**config.mk**
```make
export PLATFORM = sky130hd
export DESIGN_NAME = rf_dump
export DESIGN_NICKNAME = d
export VERILOG_FILES = /design/src/rtl/rf_dump_pkg.sv /design/src/rtl/rf_dump.sv
export SDC_FILE = /design/constraint.sdc
export NUM_CORES = 1
export LEC_CHECK = 0
export ABC_AREA = 1
export BUFFER_PORTS_ARGS = -buffer_cell sky130_fd_sc_hd__buf_2
export CAP_MARGIN = 10
export CORE_ASPECT_RATIO = 2
export CORE_MARGIN = 3
export CORE_UTILIZATION = 49
export DETAILED_ROUTE_END_ITERATION = 10
export PLACE_DENSITY = 0.84
export SETUP_SLACK_MARGIN = 0.5
export SLEW_MARGIN = 40
export SYNTH_ARGS = -nofsm -noshare
export SYNTH_HDL_FRONTEND = slang
export SYNTH_SLANG_ARGS = --single-unit
```
**constraint.sdc**
```tcl
create_clock -name clk -period 3.6 [get_ports clk]
set_input_delay 0.36 -clock clk [delete_from_list [all_inputs] [get_ports clk]]
set_output_delay 0.36 -clock clk [all_outputs]
set_load 0.005 [all_outputs]
```
**src/rtl/rf_dump_pkg.sv**
```systemverilog
// =============================================================================
// Module      : rf_dump_pkg
// Description : Shared register-file geometry used by the debug dump/clear
//               master and anything else that talks to the 32x32 register file.
// Revision    : 1.0 - initial release
// =============================================================================
`default_nettype none

package rf_dump_pkg;

    // Register-file geometry
    localparam int RF_DATA_WIDTH = 32;
    localparam int RF_ADDR_WIDTH = 5;
    localparam int RF_NUM_REGS   = 1 << RF_ADDR_WIDTH;

endpackage : rf_dump_pkg

`default_nettype wire

```
**src/rtl/rf_dump.sv**
```systemverilog
// =============================================================================
// Module      : rf_dump
// Description : Debug/maintenance master for the register file. Walks every
//               register address and either streams each value out over a
//               valid/ready port (dump) or writes zero to every writable
//               register (clear).
// Revision    : 1.0 - initial release
// =============================================================================
`default_nettype none

module rf_dump
    import rf_dump_pkg::*;
#(
    parameter int DATA_WIDTH = RF_DATA_WIDTH,
    parameter int ADDR_WIDTH = RF_ADDR_WIDTH
) (
    input  logic                  clk,
    input  logic                  rst,
    input  logic                  start_dump,
    input  logic                  start_clear,
    output logic                  busy,
    output logic                  done,
    output logic [ADDR_WIDTH-1:0] rf_raddr,
    input  logic [DATA_WIDTH-1:0] rf_rdata,
    output logic                  rf_wen,
    output logic [ADDR_WIDTH-1:0] rf_waddr,
    output logic [DATA_WIDTH-1:0] rf_wdata,
    output logic                  out_valid,
    input  logic                  out_ready,
    output logic [ADDR_WIDTH-1:0] out_addr,
    output logic [DATA_WIDTH-1:0] out_data,
    output logic                  out_last
);

    // Walk states; encodings are private to this block
    typedef enum logic [1:0] {
        S_IDLE  = 2'd0,
        S_DUMP  = 2'd1,
        S_CLEAR = 2'd2,
        S_DONE  = 2'd3
    } state_t;

    localparam logic [ADDR_WIDTH-1:0] C_PTR_MAX  = '1;
    localparam logic [ADDR_WIDTH-1:0] C_PTR_ONE  = {{(ADDR_WIDTH-1){1'b0}}, 1'b1};

    state_t                  state;
    state_t                  state_next;
    logic [ADDR_WIDTH-1:0]   ptr;
    logic                    beat_taken;

    assign beat_taken = out_valid && out_ready;

    // The read port always looks at the walk pointer, so rf_rdata is the
    // value of the register about to be loaded into the beat register.
    assign rf_raddr = ptr;

    // State register
    always_ff @(posedge clk) begin
        if (rst) begin
            state <= S_IDLE;
        end else begin
            state <= state_next;
        end
    end

    // Next-state decode; dump has priority when both starts arrive together
    always_comb begin
        state_next = state;
        case (state)
            S_IDLE: begin
                if (start_dump) begin
                    state_next = S_DUMP;
                end else if (start_clear) begin
                    state_next = S_CLEAR;
                end
            end
            S_DUMP: begin
                if (beat_taken && out_last) begin
                    state_next = S_DONE;
                end
            end
            S_CLEAR: begin
                if (ptr == C_PTR_MAX) begin
                    state_next = S_DONE;
                end
            end
            S_DONE: begin
                state_next = S_IDLE;
            end
            default: begin
                state_next = S_IDLE;
            end
        endcase
    end

    // Status and write-port outputs decoded from state; register 0 is
    // skipped because the clear walk starts the pointer at 1.
    always_comb begin
        busy     = (state != S_IDLE);
        done     = (state == S_DONE);
        rf_wen   = (state == S_CLEAR);
        rf_waddr = (state == S_CLEAR) ? ptr : '0;
        rf_wdata = '0;
    end

    // Walk pointer and output beat register. A beat is captured from the
    // register file when loaded and then held untouched until accepted.
    always_ff @(posedge clk) begin
        if (rst) begin
            ptr       <= '0;
            out_valid <= 1'b0;
            out_addr  <= '0;
            out_data  <= '0;
            out_last  <= 1'b0;
        end else begin
            case (state)
                S_IDLE: begin
                    ptr <= '0;
                    if (start_dump) begin
                        out_valid <= 1'b1;
                        out_addr  <= ptr;
                        out_data  <= rf_rdata;
                        out_last  <= 1'b0;
                        ptr       <= C_PTR_ONE;
                    end else if (start_clear) begin
                        ptr <= C_PTR_ONE;
                    end
                end
                S_DUMP: begin
                    if (beat_taken) begin
                        if (out_last) begin
                            out_valid <= 1'b0;
                        end else begin
                            out_addr <= ptr;
                            out_data <= rf_rdata;
                            out_last <= (ptr == C_PTR_MAX);
                            // Wraps to 0 after the last load; unused afterwards
                            ptr      <= ptr + C_PTR_ONE;
                        end
                    end
                end
                S_CLEAR: begin
                    ptr <= ptr + C_PTR_ONE;
                end
                S_DONE: begin
                    ptr <= '0;
                end
                default: begin
                    ptr <= '0;
                end
            endcase
        end
    end

endmodule : rf_dump

`default_nettype wire

```
Word level (Yosys, flattened, before mapping):

Index checks and enable logic that the tools add are counted.

* register bits: 46
* word-level logic and storage cells: 55
* output and inout bits: 84
* input bits: 37

* add/sub/neg operators: 1
* mux-type cells: 27
* reductions and logical operators: 10
* equality and inequality tests: 11

Operators by type and width (number)
* 32-bit two-way mux: 3
* 32-bit case mux with 2 select lines: 1
* 5-bit two-way mux: 6
* 5-bit case mux with 4 select lines: 1
* 2-bit inequality test, second input constant: 5
* 5-bit case mux with 2 select lines: 1
* 1-bit two-way mux: 8
* 2-bit two-way mux: 4
* 2-bit case mux with 4 select lines: 1
* 4-bit AND reduction: 2
* 3-bit AND reduction: 2
* 5-bit by 1-bit adder with 5-bit output, second input constant: 1
* 5-bit == test, second input constant: 1
* 2-bit == test, second input constant: 2
* 1-bit case mux with 2 select lines: 2
* 2-bit nonzero test: 2
* 3-bit inequality test, second input constant: 1
* 2-bit by 1-bit == test with 1-bit output, second input constant: 1
* 1-bit logical AND: 2
* 2-bit logical NOT: 1
* 2-bit by 1-bit inequality test with 1-bit output, second input constant: 1
* 2-bit AND reduction: 1

Longest topological paths before layout:

Gate-level depths: netlist (run 1).

* depth after elaboration: 4
* mapped depth: 12
* mapped depth without buffers: 10

Least setup slack after synthesis (run 1):

OpenSTA, ideal clock, no wires.

* path type: register to register
* start: register state[0]
* end: register out_addr[1]
* library setup time: 0.113 ns
* path buffers: 2
* data arrival time: 1.356 ns
* slack: 2.132 ns
* data required time: 3.487 ns
* period minus slack after synthesis: 1.468 ns
* cell stages (with the launch flop): 13
* cells stage by stage: dfxtp_1 inv_1 ha_1 inv_2 nand2_1 nand2_1 inv_2 nor2_4 buf_6 buf_6 nand2_1 nand2_1 nor2_1

* word-level cells in the longest chain between the ends: 3
* elaborated cells on any way between the ends: 8
* those cells by class: eq/ne: 4; mux: 1; reduce/logical: 3

RTL lines
* start: declaration: line rf_dump.sv:46 `state_t state;`
* start signal: assignment: line rf_dump.sv:62 `state <= state_next;`
* 2-bit by 1-bit == test with 1-bit output / 2-bit logical NOT (equally long branches): line rf_dump.sv:116 `case (state)`
* 2-bit inequality test (no line) / 2-bit nonzero test (equally long branches)
* 4-bit AND reduction (no line)
* end signal: assignment: line rf_dump.sv:121 `out_addr <= ptr;`
* end signal: assignment: line rf_dump.sv:134 `out_addr <= ptr;`
* end: declaration: line rf_dump.sv:30 `output logic [ADDR_WIDTH-1:0] out_addr,`

Parallel ways exist; a longest one is shown, timed or not.
A chain may end at the register's enable or synchronous reset.

Worst setup path after layout (run 1):

* start: register state[0]
* end: register out_data[7]

* word-level cells in the longest chain between the ends: 3
* elaborated cells on any way between the ends: 8
* those cells by class: eq/ne: 4; mux: 1; reduce/logical: 3

RTL lines
* 2-bit by 1-bit == test with 1-bit output / 2-bit logical NOT (equally long branches): line rf_dump.sv:116
* 2-bit inequality test (no line) / 2-bit nonzero test (equally long branches)
* 4-bit AND reduction (no line)
* end signal: assignment: line rf_dump.sv:122 `out_data <= rf_rdata;`
* end signal: assignment: line rf_dump.sv:135 `out_data <= rf_rdata;`
* end: declaration: line rf_dump.sv:31 `output logic [DATA_WIDTH-1:0] out_data,`

Parallel ways exist; a longest one is shown, timed or not.

==> results.md, run 1 <==
- Status: finished, final reports clean
- Share of Yosys cell area claimed by the top area cell type: 39.11%
- CTS root buf: clkbuf_8
- Initial antenna violation count: 0
- Period minus WS final: 2.051 ns
- Aggregate global routing overflow: 0
- Die footprint: 5724 µm²
- Max incr delay on CP: 0.53 ns
- Setup TNS: 0 ns
- Cells after Synth: 358
- Worst hold path type: in -> reg
- DR pass1 iterations: 4
- VDD IR-drop max: 0.6140 mV
- Worst path most repeated cell: nand2_1
- Hold slack: 0.2457 ns
- Die Span Y: 104.0 µm
- CTS H-tree depth: 2
- Max Root-Sink Buffers: 2
- Crit path max fanout: 74
- WHS Path Cells: 2
- Register area share after synthesis: 39.11%
- Synth area leaders: dfxtp_1 39%, nand2_1 16%, nor2_1 14%, buf_4 11%, inv_1 7.8%
- Clk_skew: 0.002451 ns
- Fmax: 0.4875 GHz
- CP arrival: 2.23 ns
- Total Routed Length: 4773 µm
- Pwr Density: 758.8 nW/µm²
- Most frequent cells in the layout: 103 x nand2_1, 88 x buf_2, 85 x nor2_1
- Final hold violations: 0
- Clk sinks: 46
- Tcrit/Tclk final: 56.98%
- HPWL after detailed placement: 3648 µm
- P_leak: 1.665 nW
- Routed len/inst: 9.623 µm
- First-pass GRT wire length: 7355 µm
- Starting Density: 50.73%
- RSZ-0062 raised after global routing: no
- Gate power share: 47.3%
- R2r setup slk: 1.55 ns
- Hold buffer count at cts: 0
- Worst-Margin Slew: 0.6758 ns
- GP Congestion: 0.8307
- Commonest non-fill, non-tap cell in the layout: nand2_1
- CP cell instances: inv_1 -> ha_1 -> inv_2 -> nand2_1 -> nand2_1 -> inv_2 -> nor2_4 -> buf_4 -> nand2_1 -> nand2_1 -> nor2_1
- Input/output buffers: 88
- Row Count: 35
- Syn Std Cell Area: 2355 µm²
- Worst reg2reg path depth: 11
- ANT cells: 0
- Nets@finish: 484
- I/O Pins: 121
- Drc violations: 0
- Cell taking the most area after synthesis: dfxtp_1
- Slew HR: 54.88%
- Switching part of the total power: 41.17%
- Die X: 55.02 µm
- Post-Syn Area per Cell: 6.578 µm²
- P_sw: 0.0008545 W
- Worst skew pair latency: 0.28 ns
- Max Transition Viols Final: 0
- Via-to-Cell Ratio: 4.317
- Crit Path Category: reg -> reg
- Distinct cell type count after synthesis: 19
- Final ANT Viol Nets: 0
- CTS tree: built
- Synth warnings: 0
- DR iter-0 viols: 36
- Core ar.: 4642 µm²
- Setup Fix Bufs, Post-CTS: 0
- Clock Power Share: 13.8%
- Register area: 920.9 µm²
- Area growth from synthesis to layout: 16.15%
- Sequential Power Share: 38.9%
- Pin count of the biggest net entering global routing: 75
- Worst path slowest cell: buf_4
- Max-Cap Viols: 0
- Vias in the first global route: 1812
- Startpoint Class: flip-flop
- Fillers: 474
- CP Capture Type: flip-flop
- Num CTS Buffers: 5
- #FFs+latches synth: 46
- Multi-input logic area: 1023 µm²
- Layout cells sized above 1: 23.36%
- Setup-failing EPs final: 0
- Total global routing track utilization: 16.91%
- Req. time, crit path: 3.78 ns
- Internal: 0.001221 W
- Quantity of gates resized following cts: 0
- Via Count: 2141
- Clk slew on worst S/H paths: 0.08 ns
## registers in the layout (all words and copies together), names as in the netlist
| register | flops |
|---|---|
| out_data | 32 |
| out_addr | 5 |
| rf_raddr | 5 |
| state | 2 |
| out_last | 1 |
| out_valid | 1 |
## power groups by stage
stage	logic (W)	clock network, W	registers [W]
finish	0.000982	0.000287	0.000806
global route	0.00115	0.000320	0.000826
CTS	0.000993	0.000305	0.000808
detailed placement	0.000990	0	0.000820
global placement	0.000962	0	0.000813
floorplan	0.000756	0	0.000827
## layer usage
metal,global-route usage [%],up-vias,wire [µm]
met3,2.726,14,340
met1,17.00,900,1717
met5,0,-,0
met4,8.348,0,164
li1,-,1140,-
met2,30.68,87,2551
## synth_stat cells
cell,n
nand3_1,8
dfxtp_1,46
buf_2,1
buf_6,5
nor2_4,1
o211ai_1,1
nand2_2,1
buf_4,34
conb_1,1
ha_1,6
a21oi_1,3
or2_2,1
nand2_4,1
o21ai_0,5
nand2_1,103
inv_2,3
inv_1,49
clkbuf_1,4
nor2_1,85
## critical path, delay by kind of cell, from the launching register on
family | cells | cell delay, ns
simple gates | 6 | 0.47
fa+ha+maj | 1 | 0.26
buf+inv | 4 | 0.79
flops | 1 | 0.39
## stage by stage
step	worst slack, ns	area [µm²]	cells	power (W)	utilization (%)
floorplan	2.132	2471	389	0.001583	-
global placement	1.638	2656	489	0.001776	57.22
detailed placement	1.565	2656	489	0.001810	57.22
CTS	1.552	2735	496	0.002106	58.92
global route	1.322	2735	496	0.002293	58.92
finish	1.549	2735	496	0.002075	58.92
## cell type report
cell class,instances,share of cell area (%)
Inverter,52,7.136
Clock buffer,5,2.516
Timing Repair Buffer,89,16.38
Tap cell,55,2.516
Multi-Input combinational cell,247,37.42
Clock inverter,2,0.3660
Sequential cell,46,33.67
## cell families (layout without fill, tap and decap cells)
kind of cell,after synthesis,after routing,share of synthesized area (%)
other,1,32,0.1593
adders and majority gates,6,6,3.188
AOI/OAI and AO/OA,9,9,2.019
and+or+nand+nor,200,200,33.16
DFF,46,46,39.11
buffers and inverters,96,148,22.37
## final timing paths
kind | from | endpoint
worst max register to register | state[0] | out_data[7]
worst min-delay path | rst | out_valid
worst min register to register | out_data[17] | out_data[17]
worst max-delay path | state[0] | out_data[7]
Power figures use the tool's default switching activity.
==> run 2: changes to the inputs <==
- CORE_UTILIZATION: 49 -> 41
- PLACE_DENSITY: 0.84 -> 0.75
- clock period: 3.6 -> 1.7 ns (I/O delays scaled with it)
==> results.md, run 2 (synthesized netlist as in run 1, its figures left out) <==
- Max Root-Sink Buffers: 2
- Die footprint: 6744 µm²
- Row Count: 38
- Clk_skew: 0.005372 ns
- Crit path from: state[1]
- Critical register-to-register path endpoint: out_data[26]
- Layout cells sized above 1: 43.38%
- Commonest non-fill, non-tap cell in the layout: buf_2
- Final instance area: 3480 µm²
- Crit path max fanout: 5
- Max FFs per register: 32
- Fmax: 0.6459 GHz
- Starting Density: 42.70%
- Worst hold path type: in -> reg
- DR pass1 iterations: 4
- Total Routed Length: 6697 µm
- Crit Path Category: reg -> reg
- GP Congestion: 0.8542
- Clk sinks: 46
- CTS H-tree depth: 2
- Worst reg2reg path depth: 12
- Via-to-Cell Ratio: 4.564
- Tcrit/Tclk final: 91.08%
- Pwr Density: 1855 nW/µm²
- Setup-failing EPs final: 0
- Hold path startpoint: rst
- Req. time, crit path: 1.93 ns
- DR iter-0 viols: 77
- Vias in the first global route: 2113
- Area growth from synthesis to layout: 47.77%
- VDD IR-drop max: 1.581 mV
- Max-Cap Viols: 0
- CP Capture Type: flip-flop
- I/O Pins: 121
- ANT cells: 0
- Largest Register: out_data
- P_leak: 1.937 nW
- Drc violations: 0
- Via Count: 2410
- Max Transition Viols Final: 0
- Clk slew on worst S/H paths: 0.08 ns
- Num CTS Buffers: 5
- Die Span Y: 113.2 µm
- WHS Path Cells: 2
- Post-DP Area: 2763 µm²
- RSZ-0062 raised after global routing: yes
- Reg-to-reg startpoint: state[1]
- Register area: 934.6 µm²
- Crit path to: out_data[26]
- Fillers: 497
- Pin count of the biggest net entering global routing: 30
- Status: finished, final reports clean
- Pwr Total: 0.006454 W
- CTS tree: built
- R2r setup slk: 0.15 ns
- Nets@finish: 511
- First-pass GRT wire length: 9480 µm
- Most frequent cells in the layout: 85 x buf_2, 70 x nor2_1, 65 x nand2_1
- Core ar.: 5515 µm²
- Final ANT Viol Nets: 0
- Period minus WS final: 1.548 ns
- Initial antenna violation count: 0
- Input/output buffers: 88
- Startpoint Class: flip-flop
- CP arrival: 1.78 ns
- Worst skew pair latency: 0.29 ns
- Non-filler instance count after layout: 528
- Multi-input logic area: 1303 µm²
- Die X: 59.59 µm
- Final hold violations: 0
- Aggregate global routing overflow: 0
- Hold slack: 0.06276 ns
- Hold buffer count at cts: 0
- Placed cells: 496
- Routed len/inst: 12.68 µm
- Setup TNS: 0 ns
- CTS root buf: clkbuf_8
- Total global routing track utilization: 17.98%
- HPWL after detailed placement: 3902 µm
==> run 2: cell types whose count changed in the layout (fill, tap and decap cells not counted), sizes merged <==
| cell | change |
|---|---|
| buf | +25 |
| clkbuf | +4 |
| clkinv | -2 |
==> run 2: area by class of cell <==
class	instances	area share, %
repair buffers	116	25.53
clock buffers	7	2.193
flip-flops and latches	46	26.86
multi-input cells	247	37.43
well taps	60	2.157
inverters	52	5.825
==> run 2: worst min-delay path by stage <==
| stage | endpoint | slack, ns |
|---|---|---|
| after floorplan | out_valid | 0.24 |
| after global placement | out_valid | 0.35 |
| after detailed placement | out_valid | 0.36 |
| after CTS | out_valid | 0.05 |
| after global routing | out_valid | 0.05 |
| final | out_valid | 0.06 |
==> run 2: repair_timing <==
action / in CTS / in global routing
resized for setup: 36 / 65
buffers inserted: 14 / 4
cloned: 5 / 2
setup endpoints to repair: 53 / 54
pin swaps: 15 / 29
==> run 2: per-layer routing <==
metal	vias to the layer above	share of wire (%)	global-route usage (%)
met5	-	0	0
met4	0	3.8	9.172
met3	20	5.4	3.082
met2	93	57	32.72
met1	1101	34	18.67
li1	1196	-	-
==> run 2: per-stage QoR <==
step                      utilization, %  worst slack, ns
final                              63.09           0.1517
after global placement             50.09           0.2429
after global routing               63.09          0.08794
after CTS                          58.19           0.2294
after detailed placement           50.09           0.1871
after floorplan                        -           0.3425
==> run 2: worst max-delay path, cell delays in order (launching register included) <==
cell	delay, ns
dfxtp_2	0.38
inv_4	0.06
ha_4	0.18
inv_4	0.06
nand2_2	0.04
nand2_2	0.08
inv_2	0.04
nor2_4	0.14
buf_6	0.12
buf_12	0.12
clkbuf_16	0.14
nor2_1	0.04
nor2_1	0.08
==> run 2: power breakdown <==
part           switching, W  leakage, nW  internal (W)
Clock              0.000341       0.0383      0.000284
Combinational       0.00198         1.52       0.00207
Sequential         0.000269        0.382       0.00151
==> run 3: changes to the inputs <==
- ABC_CLOCK_PERIOD_IN_PS: not set -> 1700
- CELL_PAD_IN_SITES_DETAIL_PLACEMENT: not set -> 1
- CELL_PAD_IN_SITES_GLOBAL_PLACEMENT: not set -> 1
- CORE_UTILIZATION: 41 -> 27
- SLEW_MARGIN: 40 -> not set
==> results.md, run 3 (synthesized netlist as in run 1, its figures left out) <==
- Num CTS Buffers: 5
- Die footprint: 9946 µm²
- Hold buffer count at cts: 0
- Commonest non-fill, non-tap cell in the layout: buf_2
- Worst path slowest cell: dfxtp_4
- Setup TNS: 0 ns
- Initial antenna violation count: 0
- Post-DP Area: 2785 µm²
- First-pass GRT wire length: 11140 µm
- CTS H-tree depth: 2
- Worst skew pair latency: 0.29 ns
- Clk slew on worst S/H paths: 0.07 ns
- Worst hold path type: in -> reg
- CTS tree: built
- Clk sinks: 46
- WHS Endpoint: out_valid
- WHS Path Cells: 2
- Row Count: 47
- Vias in the first global route: 2343
- Layout cells sized above 1: 41.15%
- Drc violations: 0
- ANT cells: 0
- HPWL after detailed placement: 4834 µm
- CTS root buf: clkbuf_16
- P_leak: 1.990 nW
- Routed len/inst: 13.78 µm
- R2r setup slk: 0.15 ns
- Most frequent cells in the layout: 87 x buf_2, 84 x nor2_1, 61 x nand2_1
- Die Span Y: 138.1 µm
- Via Count: 2417
- Critical register-to-register path endpoint: out_data[19]
- Max incr delay on CP: 0.37 ns
- Status: finished, final reports clean
- Final ANT Viol Nets: 0
- Crit path max fanout: 4
- Setup-failing EPs final: 0
- GP Congestion: 0.7564
- Starting Density: 28.00%
- Pin count of the biggest net entering global routing: 21
- Core ar.: 8409 µm²
- Max Root-Sink Buffers: 2
- Fmax: 0.6468 GHz
- DR pass1 iterations: 4
- Largest Register: out_data
- Max Transition Viols Final: 0
- Max-Cap Viols: 0
- Max FFs per register: 32
- Final hold violations: 0
- Setup WS pre-CTS: 0.09185 ns
- Worst path most repeated cell: nand2_2
- Total Routed Length: 7814 µm
- Startpoint Class: flip-flop
- Clk_skew: 0.005142 ns
- I/O Pins: 121
- Pwr Total: 0.006810 W
- Hold path startpoint: rst
- Req. time, crit path: 1.88 ns
- Worst setup margin: 0.1540 ns
- Worst reg2reg path depth: 11
- Via-to-Cell Ratio: 4.263
- CP arrival: 1.73 ns
- Period minus WS final: 1.546 ns
- CP Capture Type: flip-flop
- Crit Path Category: reg -> reg
- Die X: 72.04 µm
- Pwr Density: 1922 nW/µm²
- VDD IR-drop max: 0.8174 mV
- Tcrit/Tclk final: 90.94%
- RSZ-0062 raised after global routing: yes
- Area growth from synthesis to layout: 50.43%
- Final instance area: 3542 µm²
- CP cell instances: inv_6 -> ha_4 -> nand2_2 -> nand2_2 -> inv_2 -> nor2_4 -> buf_6 -> buf_6 -> nand2_2 -> nand2_1 -> nor2_1
- Input/output buffers: 88
- Reg-to-reg startpoint: state[1]
- DR iter-0 viols: 54
- Aggregate global routing overflow: 0
- Nets@finish: 511
- Total global routing track utilization: 14.44%
==> run 3: cell count changes in the layout (fill, tap and decap cells not counted), sizes merged <==
cell,before,now
buf,114,112
clkinvlp,0,1
bufinv,0,1
inv,52,53
==> run 3: layout make-up <==
class	instances	area (µm²)
Inverter	52	205.2
Clock inverter	3	43.79
Tap cell	98	122.6
Fill cell	1090	4867
Sequential cell	46	938.4
Multi-Input combinational cell	247	1254
Clock buffer	5	125.1
Timing Repair Buffer	116	853.3
==> run 3: worst max path at each step <==
stage / start / slack (ns) / cells past startpoint / to
2_1_floorplan: state[1] / 0.34 / 10 / out_addr[1]
3_3_place_gp: state[1] / 0.17 / 9 / out_addr[4]
3_5_place_dp: state[1] / 0.09 / 9 / out_data[13]
4_1_cts: state[1] / 0.19 / 10 / out_data[26]
5_1_grt: state[1] / 0.05 / 10 / out_data[19]
6_report: state[1] / 0.15 / 11 / out_data[19]
==> run 3: metrics by stage <==
stage / utilization [%] / hold WS [ns] / cells
final: 42.12 / 0.06328 / 567
after global routing: 42.12 / 0.05956 / 567
after CTS: 38.16 / 0.05230 / 557
after detailed placement: 33.12 / 0.3582 / 534
after global placement: 33.12 / 0.3571 / 534
after floorplan: - / 0.2391 / 389
==> run 3: per-layer routing <==
| layer | vias up | GRT usage [%] | wire length, µm | share of wire, % |
|---|---|---|---|---|
| met5 | - | 0 | 0 | 0 |
| met3 | 14 | 2.253 | 392 | 5.0 |
| met1 | 1116 | 12.70 | 2584 | 33 |
| met2 | 93 | 29.61 | 4655 | 60 |
| li1 | 1194 | - | - | - |
| met4 | 0 | 6.640 | 181 | 2.3 |
==> run 3: what timing repair did <==
action / in CTS / in global routing
setup buffers: 11 / 5
gates resized for setup: 22 / 61
pin swaps: 10 / 19
cloned: 4 / 5
setup endpoints to repair: 53 / 53
==> run 3: critical path: cells and delay by family (launching register included) <==
kind	cells	cell delay (ns)
fa+ha+maj	1	0.16
buf+inv	4	0.42
flops	1	0.37
simple gates	6	0.49
==> run 3: where the power goes <==
group / internal [W] / switching [W] / total [W]
clock: 0.000694 / 0.000423 / 0.00112
sequential: 0.00151 / 0.000254 / 0.00176
combinational: 0.00192 / 0.00201 / 0.00393
